## src/rtl/io_port_unit.sv

```systemverilog
// io_port_unit: bidirectional general-purpose I/O port.
// Holds the port direction register and the output latch, synchronizes the
// external pins, and answers port reads on the memory bus with a frozen
// snapshot. It also flags input-pin changes and read/write strobe collisions.
module io_port_unit #(
    parameter int WIDTH       = 8,
    parameter int SYNC_STAGES = 2   // legal range 2..4
) (
    input  logic             CLK,
    input  logic             RST,
    input  logic [WIDTH-1:0] DATA_IN,
    input  logic             PDR_EN,
    input  logic             PORT_EN,
    input  logic             PORT_RD,
    output logic [WIDTH-1:0] DATA_OUT,
    output logic             DATA_OE,
    input  logic [WIDTH-1:0] PIN_IN,
    output logic [WIDTH-1:0] PIN_OUT,
    output logic [WIDTH-1:0] PIN_OE,
    output logic             CHG,
    output logic             ERR
);

    typedef enum logic [1:0] {
        IDLE    = 2'd0,
        CAPTURE = 2'd1,
        DRIVE   = 2'd2
    } state_t;

    state_t           state;
    logic [WIDTH-1:0] pdr;
    logic [WIDTH-1:0] out_lat;
    logic [WIDTH-1:0] sync_q [SYNC_STAGES];
    logic [WIDTH-1:0] sync;
    logic [WIDTH-1:0] prev;
    logic [WIDTH-1:0] snap;
    logic [WIDTH-1:0] rval;
    logic             chg_set;
    logic             read_start;

    assign sync = sync_q[SYNC_STAGES-1];

    // Output bits read back the latch; input bits read the synchronized pin.
    assign rval = (out_lat & pdr) | (sync & ~pdr);

    // Only input-direction bits may raise the change flag.
    assign chg_set = |((sync ^ prev) & ~pdr);

    // A read starts only on a clean cycle with no write strobe present.
    assign read_start = (state == IDLE) && PORT_RD && !PDR_EN && !PORT_EN;

    assign PIN_OUT = out_lat;
    assign PIN_OE  = pdr;

    // Pin synchronizer chain plus a one-cycle-delayed copy for edge detection.
    always_ff @(posedge CLK) begin
        if (RST) begin
            // NOTE: the stages are individual flops, not a RAM, so clearing
            // them on reset is cheap and keeps CHG quiet after reset.
            for (int i = 0; i < SYNC_STAGES; i++) begin
                sync_q[i] <= '0;
            end
            prev <= '0;
        end else begin
            // NOTE: non-blocking assignments make every stage sample the
            // previous stage's old value, which is what forms the chain.
            sync_q[0] <= PIN_IN;
            for (int i = 1; i < SYNC_STAGES; i++) begin
                sync_q[i] <= sync_q[i-1];
            end
            prev <= sync;
        end
    end

    // Direction and output latch loads; both may load the same word at once.
    always_ff @(posedge CLK) begin
        if (RST) begin
            pdr     <= '0;
            out_lat <= '0;
        end else begin
            if (PDR_EN) begin
                pdr <= DATA_IN;
            end
            if (PORT_EN) begin
                out_lat <= DATA_IN;
            end
        end
    end

    // Read handshake FSM with registered bus outputs and the sticky flags.
    always_ff @(posedge CLK) begin
        if (RST) begin
            state    <= IDLE;
            snap     <= '0;
            DATA_OUT <= '0;
            DATA_OE  <= 1'b0;
            CHG      <= 1'b0;
            ERR      <= 1'b0;
        end else begin
            // A new change in the same cycle as the read start wins.
            CHG <= chg_set | (CHG & ~read_start);
            case (state)
                IDLE: begin
                    if (read_start) begin
                        snap  <= rval;
                        state <= CAPTURE;
                    end else if (PORT_RD) begin
                        ERR <= 1'b1;
                    end
                end
                CAPTURE: begin
                    if (PORT_RD) begin
                        state    <= DRIVE;
                        DATA_OE  <= 1'b1;
                        DATA_OUT <= snap;
                    end else begin
                        state <= IDLE;
                    end
                end
                DRIVE: begin
                    if (!PORT_RD) begin
                        state    <= IDLE;
                        DATA_OE  <= 1'b0;
                        DATA_OUT <= '0;
                    end
                end
                default: begin
                    state    <= IDLE;
                    DATA_OE  <= 1'b0;
                    DATA_OUT <= '0;
                end
            endcase
        end
    end

endmodule

```

## config.mk

```make
export PLATFORM = sky130hd
export DESIGN_NAME = io_port_unit
export DESIGN_NICKNAME = d
export VERILOG_FILES = /design/src/rtl/io_port_unit.sv
export SDC_FILE = /design/constraint.sdc
export NUM_CORES = 1
export LEC_CHECK = 0
export CAP_MARGIN = 20
export CORE_ASPECT_RATIO = 0.8
export CORE_MARGIN = 2
export CORE_UTILIZATION = 40
export DETAILED_ROUTE_END_ITERATION = 10
export DONT_BUFFER_PORTS = 1
export HOLD_SLACK_MARGIN = 0.06
export PLACE_DENSITY = 0.64
export SLEW_MARGIN = 20
export SYNTH_ARGS = -nofsm -noshare
export SYNTH_HDL_FRONTEND = slang
export SYNTH_SLANG_ARGS = --single-unit
```

## constraint.sdc

```tcl
create_clock -name CLK -period 1.2 [get_ports CLK]
set_input_delay 0.18 -clock CLK [delete_from_list [all_inputs] [get_ports CLK]]
set_output_delay 0.18 -clock CLK [all_outputs]
set_load 0.01 [all_outputs]
```

# Word-level counts from Yosys, hierarchy flattened
# Memories as Yosys holds them, arrays and structs flattened.
# Cells that the tools add are included.
# classes
shifts	0
multipliers	0
n_mux	15
n_addsub	0
n_reduce_logical	11
bitwise_logic	12
n_div	0
eq_ne	5
magnitude_cmp	0
# ops
operator	n
$mux 8	4
$and 8x8->8	3
$pmux 8 s3	1
$not 8->8	1
$or 8x8->8	1
$reduce_or 8->1	1
$xor 8x8->8	1
$mux 2	3
$ne 2x2->1 const B	3
$pmux 2 s3	1
$reduce_and 3->1	2
$mux 1	5
$reduce_and 2->1	2
$logic_and 1x1->1	3
$or 1x1->1	3
$pmux 1 s3	1
$eq 2x1->1 const B	1
$eq 2x2->1 const B	1
$logic_not 1->1	2
$logic_not 2->1	1
$not 1->1	2
$and 1x1->1	1
# totals
mem_count	1
ramBits	16
regBits	45
latchBits	0
word_cells	53
mem_bits_ro	0
input_bits	21
# memory_table
memory	words	word_bits	read_ports	rd_clocked_by_memory_dff	wr	line_no	source
sync_q	2	8	2	0	2	33	logic [WIDTH-1:0] sync_q [SYNC_STAGES];

# Logic depth before layout (Yosys ltp)
# Gate-level depths: netlist (run 1).
# depth
depth_word	7
mapped_depth	5

# Worst setup path after synthesis (run 1)
# Ideal clock, no wire load.
# synth_path
path_kind	register -> register
from	reg state[0]
to	reg snap[6]
setup_ns	0.079
arrival_ns	1.235
stages_incl_launch_ff	6
setup_slack_ns	-0.114
path_cell_list	dfxtp_1 -> nand2b_2 -> nor4_4 -> buf_6 -> nor2_2 -> a211oi_2
# synth_between
elab_chain_cells	5
# synth_lines
element	line_no	source
from (decl)	30	state_t state;
from (signal assigned)	93	state <= IDLE;
from (signal assigned)	106	state <= CAPTURE;
from (signal assigned)	113	state <= DRIVE;
$logic_not 2->1 (*)	50, 102	
$logic_and 1x1->1 (3 in a row)	50	assign read_start = (state == IDLE) && PORT_RD && !PDR_EN && !PORT_EN;
$reduce_and 2->1 (no source line) (*)	n/a	
to (signal assigned)	105	snap <= rval;
to (decl)	36	logic [WIDTH-1:0] snap;
# Mark *: on every way between the ends. The rest lies on a longest branch, timed or not.
# A chain may end at the register's enable or synchronous reset.

# Worst setup path in the final report (run 1)
# layout_path
from	reg state[0]
to	reg snap[3]
# The elaborated chain is that of the path after synthesis.

==> metrics.cfg, run 1 <==
[logic_synthesis]
synth-seq-cells=61
synthTopCellsByArea=dfxtp_1, mux2i_1, nor2b_1
synth_top_area_frac=0.565
yosysSeqAreaShare=0.565
netlist_area_mm2=0.00216
syn-num-nets=224
netlist_instances=203
yosysTopAreaCell=dfxtp_1
synth_cell_type_count=22
yosys_warnings=0
syn_area_per_cell_um2=10.6

[power_and_ir_drop]
peakVddDrop_mv=0.769
powerDensity_mw_per_mm2=1490
total_power_w=0.00433
power.static_leakage_nw=1.18

[cells_and_area]
final_common_cell=dfxtp_1
final_net_count=273
final_cells=318
layout.cells.most_common_list=dfxtp_1, nor2_1, dlygate4sd3_1
layout-area-overhead-vs-synth_pct=34.1
layout-drive-gt1-share=0.176
antenna-diode-count=0

[timing]
setup_violations=1
rsz0062_at_grt=true
worst_pin_slew_ns=0.536
maxSlewHeadroom=0.642
drv_slew=0
skew_ns=0.00351
min_period_ns=1.20
fmax_mhz=832
hold_viol_final=0
fin_crit_sh=1.00
fin_ws_ns=-0.00250

[worst_setup_path]
path_class=reg2reg
path_cells=nand2b_4, nor4_4, buf_2, buf_6, a211oi_2
crit_path_start_kind=flip-flop
path_buf_inv=2
cpMaxStageDelayCell=dfxtp_2
path_delay_family=simple AND/OR/NAND/NOR gates
arrival_ns=1.42
critPathCaptureType=flip-flop
crit_path_max_incr_delay_ns=0.32
required_ns=1.42
path_max_fanout=4

[die]
die-area_mm2=0.00601
core_mm2=0.00509
die_y_um=69.7
fp.dieW_um=86.2
rows=23
io_pins=48
start_util=0.424

[cts]
clkLatencyLatePin_ns=0.33
tritoncts=yes
ctsRootBufferMaster=clkbuf_8
htreeDepth=3
cts_buffers=9
cts.sinks=61
clk_transition_reported_paths_ns=0.06
clk_path_buf_depth=2

[drt]
dr.pass1.iters=4
dr.first_iter.drc_count=98
finalWirelength_um=4250
wl_per_cell_um=13.4
ant_nets=0
num_vias=1533
drc=0
viasPerCell=4.82

[grt]
antenna_found_initial=0
grt_max_degree=42
grt_pass1_wl_um=6980
grt_pass1_vias=1418
overflow=0
grt_usage=0.153

[placed_design]
finalWeightedCongestion=0.720
dp_hpwl_um=2530
portBuffers=0
place_inst=263

[flow_run]
cap_violations=0

[outcome]
outcome=finished with violations
violations=negative setup slack

[worst_hold_path]
hp-class=in2reg

registers in the layout, summed over array words and instances, names as in the netlist:
signal    flops
sync_q       16
DATA_OUT      8
PIN_OE        8
PIN_OUT       8
prev          8
snap          8
state         2
CHG           1
DATA_OE       1
ERR           1
final timing paths:
kind                              startpoint            to  slack [ns]  cells past startpoint
worst max-delay path                state[0]       snap[3]      -0.003                      5
worst min-delay path                  PDR_EN           ERR        0.13                      4
worst max register to register      state[0]       snap[3]      -0.003                      5
worst min register to register  sync_q[0][1]  sync_q[0][9]        0.44                      1
where the power goes:
group	leakage (nW)	total, W	internal [W]	switching, W
combinational	0.579	0.000366	0.000213	0.000154
clock	0.0968	0.00177	0.00106	0.000707
sequential	0.502	0.00219	0.00211	0.0000761
total	1.18	0.00433	0.00339	0.000937
Yosys cell counts (all sizes together):
cell type,instances
a211oi,8
a21oi,5
a22oi,7
and3b,1
buf,3
clkbuf,9
dfxtp,61
mux2i,24
nand2b,3
nand3,1
nor2,37
nor2b,26
nor3,1
nor3b,1
nor4,2
o21ai,1
o22ai,4
xnor2,9
layer usage:
| layer | track usage | up-vias | part of all wire |
|---|---|---|---|
| met5 | 0 | - | 0 |
| met4 | 0.0529 | 0 | 0.012 |
| met3 | 0.0869 | 8 | 0.059 |
| met2 | 0.225 | 31 | 0.46 |
| met1 | 0.186 | 710 | 0.47 |
| li1 | - | 784 | - |
logic make-up (layout without fill, tap and decap cells):
family,count (synthesis),in the layout,share of synthesized area
and+or+nand+nor,72,72,0.176
muxes,24,24,0.111
xor gates and xnor gates,9,9,0.0365
buffers and inverters,12,65,0.0313
DFF,61,61,0.565
AOI/OAI and AO/OA,25,25,0.0799
what timing repair did:
| action | in CTS | in global routing |
|---|---|---|
| endpoints found under the hold margin | 61 | 1 |
| hold buffers | 32 | 3 |
| resized for setup | 4 | 16 |
| setup buffers | 4 | 1 |
| gates cloned | 1 | 0 |
| endpoints found under the setup margin | 1 | 12 |
| pin swaps | 2 | 9 |
final cells by class:
class	instances	area (um2)
Clock buffer	14	163
Tap cell	62	77.6
Multi-Input combinational cell	130	911
Clock inverter	1	30.0
Fill cell	463	2200
Timing Repair Buffer	50	485
Sequential cell	61	1230
worst min-delay path: cells and delay by family:
kind	cells	cell delay, ns
and+or+nand+nor	4	0.25
through the flow:
stage | cell area (um2) | utilization | setup TNS (ns) | hold WS, ns | worst slack (ns)
global route | 2900 | 0.569 | -0.491 | 0.137 | -0.0672
finish | 2900 | 0.569 | -0.00250 | 0.135 | -0.00250
detailed placement | 2250 | 0.442 | 0 | 0.257 | 0.0119
CTS | 2820 | 0.553 | 0 | 0.111 | 0.00677
floorplan | 2170 | - | -0.0795 | 0.308 | -0.0795
global placement | 2250 | 0.442 | 0 | 0.256 | 0.0807
No activity file was read; power rests on OpenSTA's default activity.
==> run 2, diff against run 1 <==
--- a/config.mk
+++ b/config.mk
@@ -13,6 +13,7 @@
 export DONT_BUFFER_PORTS = 1
 export HOLD_SLACK_MARGIN = 0.06
 export PLACE_DENSITY = 0.64
+export SKIP_LAST_GASP = 1
 export SLEW_MARGIN = 20
 export SYNTH_ARGS = -nofsm -noshare
 export SYNTH_HDL_FRONTEND = slang
==> run 2 against run 1 <==
Effect of this change:
- the run still ends with negative setup slack left
- highest routed layer unchanged
- global-route usage unchanged
- die area unchanged
- clock skew about the same
- critical path type unchanged
- fmax about the same
- register-to-register slack about the same
- wire length about the same
- worst hold slack about the same
- sequential power about the same
- sequential cell count unchanged
- non-clock buffer count unchanged
==> metrics.cfg, run 2 (synthesis gave the netlist of run 1 again) <==
[outcome]
outcome=finished with violations
violations=negative setup slack

[placed_design]
finalWeightedCongestion=0.720
dpl_worst_slack_ns=0.0119
dp_hpwl_um=2530
place_area_mm2=0.00225
portBuffers=0

[drt]
viasPerCell=4.83
dr.first_iter.drc_count=96
finalWirelength_um=4250
dr.pass1.iters=4
wl_per_cell_um=13.4
num_vias=1535
drc=0
ant_nets=0

[grt]
antenna_found_initial=0
grt_pass1_vias=1418
grt_usage=0.153
grt_max_degree=42
grt_pass1_wl_um=6980
overflow=0

[cts]
tritoncts=yes
clk_path_buf_depth=2
cts.sinks=61
clk_transition_reported_paths_ns=0.06
cts_buffers=9
htreeDepth=3
clkLatencyLatePin_ns=0.33
ctsRootBufferMaster=clkbuf_8

[timing]
fin_ws_ns=-0.00239
min_period_ns=1.20
setup_violations=1
drv_slew=0
fmax_mhz=832
rsz0062_at_grt=true
hold_viol_final=0
worst_pin_slew_ns=0.537
fin_crit_sh=1.00
maxSlewHeadroom=0.642
skew_ns=0.00349

[die]
start_util=0.424
core_mm2=0.00509
io_pins=48
rows=23
die-area_mm2=0.00601
die_y_um=69.7
fp.dieW_um=86.2

[cells_and_area]
layout-drive-gt1-share=0.176
fill_cells=464
layout-area-overhead-vs-synth_pct=34.0
final_design_area_no_fill_mm2=0.00289
multiInputGateArea_um2=911
regMostFlops=sync_q
layout.cells.most_common_list=dfxtp_1, nor2_1, dlygate4sd3_1
antenna-diode-count=0
fin_util=0.568
final_common_cell=dfxtp_1
seq_area_mm2=0.00123
largest_reg_flops=16
final_net_count=273

[power_and_ir_drop]
powerDensity_mw_per_mm2=1490
power.static_leakage_nw=1.18
peakVddDrop_mv=0.768

[worst_hold_path]
hp-class=in2reg

[flow_run]
cap_violations=0

[worst_setup_path]
arrival_ns=1.42
crit_path_start_kind=flip-flop
path_class=reg2reg
critPathCaptureType=flip-flop
path_max_fanout=4
required_ns=1.42

run 2: cell types whose count changed in the layout (fill, tap and decap cells not counted):
cell | previous run | this run
buf_4 | 11 | 12
buf_6 | 4 | 3
run 2: worst paths after layout:
check / end / startpoint / slack [ns] / cells after the start
worst min-delay path: ERR / PDR_EN / 0.13 / 4
worst max-delay path: snap[3] / state[0] / -0.002 / 5
worst max register to register: snap[3] / state[0] / -0.002 / 5
worst min register to register: sync_q[0][9] / sync_q[0][1] / 0.44 / 1
run 2: worst max-delay path, cell delays in order (launching register included):
cell and delay, ns:
dfxtp_2 0.32, nand2b_4 0.14, nor4_4 0.26, buf_2 0.22, buf_6 0.10, a211oi_2 0.05
run 2: power by group:
part | internal (W) | leakage [nW] | switching, W
sequential | 0.00211 | 0.502 | 0.0000761
combinational | 0.000212 | 0.577 | 0.000153
clock | 0.00106 | 0.0968 | 0.000706
run 2: repair_timing:
action                                  CTS  global route
gates resized for setup                   4            15
gates cloned                              1             0
endpoints found under the setup margin    1            12
hold buffers                             32             3
pin swaps                                 2             8
endpoints found under the hold margin    61             1
setup buffers                             4             1
run 2: metal layers:
metal,routed length [um],vias to the layer above,GRT usage
met4,49,0,0.0529
met3,251,8,0.0869
li1,-,783,-
met2,1970,31,0.225
met5,0,-,0
met1,1980,713,0.186
run 2: through the flow:
stage	std cells	hold WS [ns]	setup TNS, ns	total power (W)
floorplan	203	0.308	-0.0795	0.00243
global placement	263	0.256	0	0.00245
detailed placement	263	0.257	0	0.00246
CTS	315	0.111	0	0.00436
global route	318	0.135	-0.517	0.00454
finish	318	0.135	-0.00239	0.00432
run 2: layout make-up:
class,instances,area share
Timing Repair Buffer,50,0.167
Clock inverter,1,0.0104
Tap cell,62,0.0268
Multi-Input combinational cell,130,0.315
Sequential cell,61,0.425
Clock buffer,14,0.0562
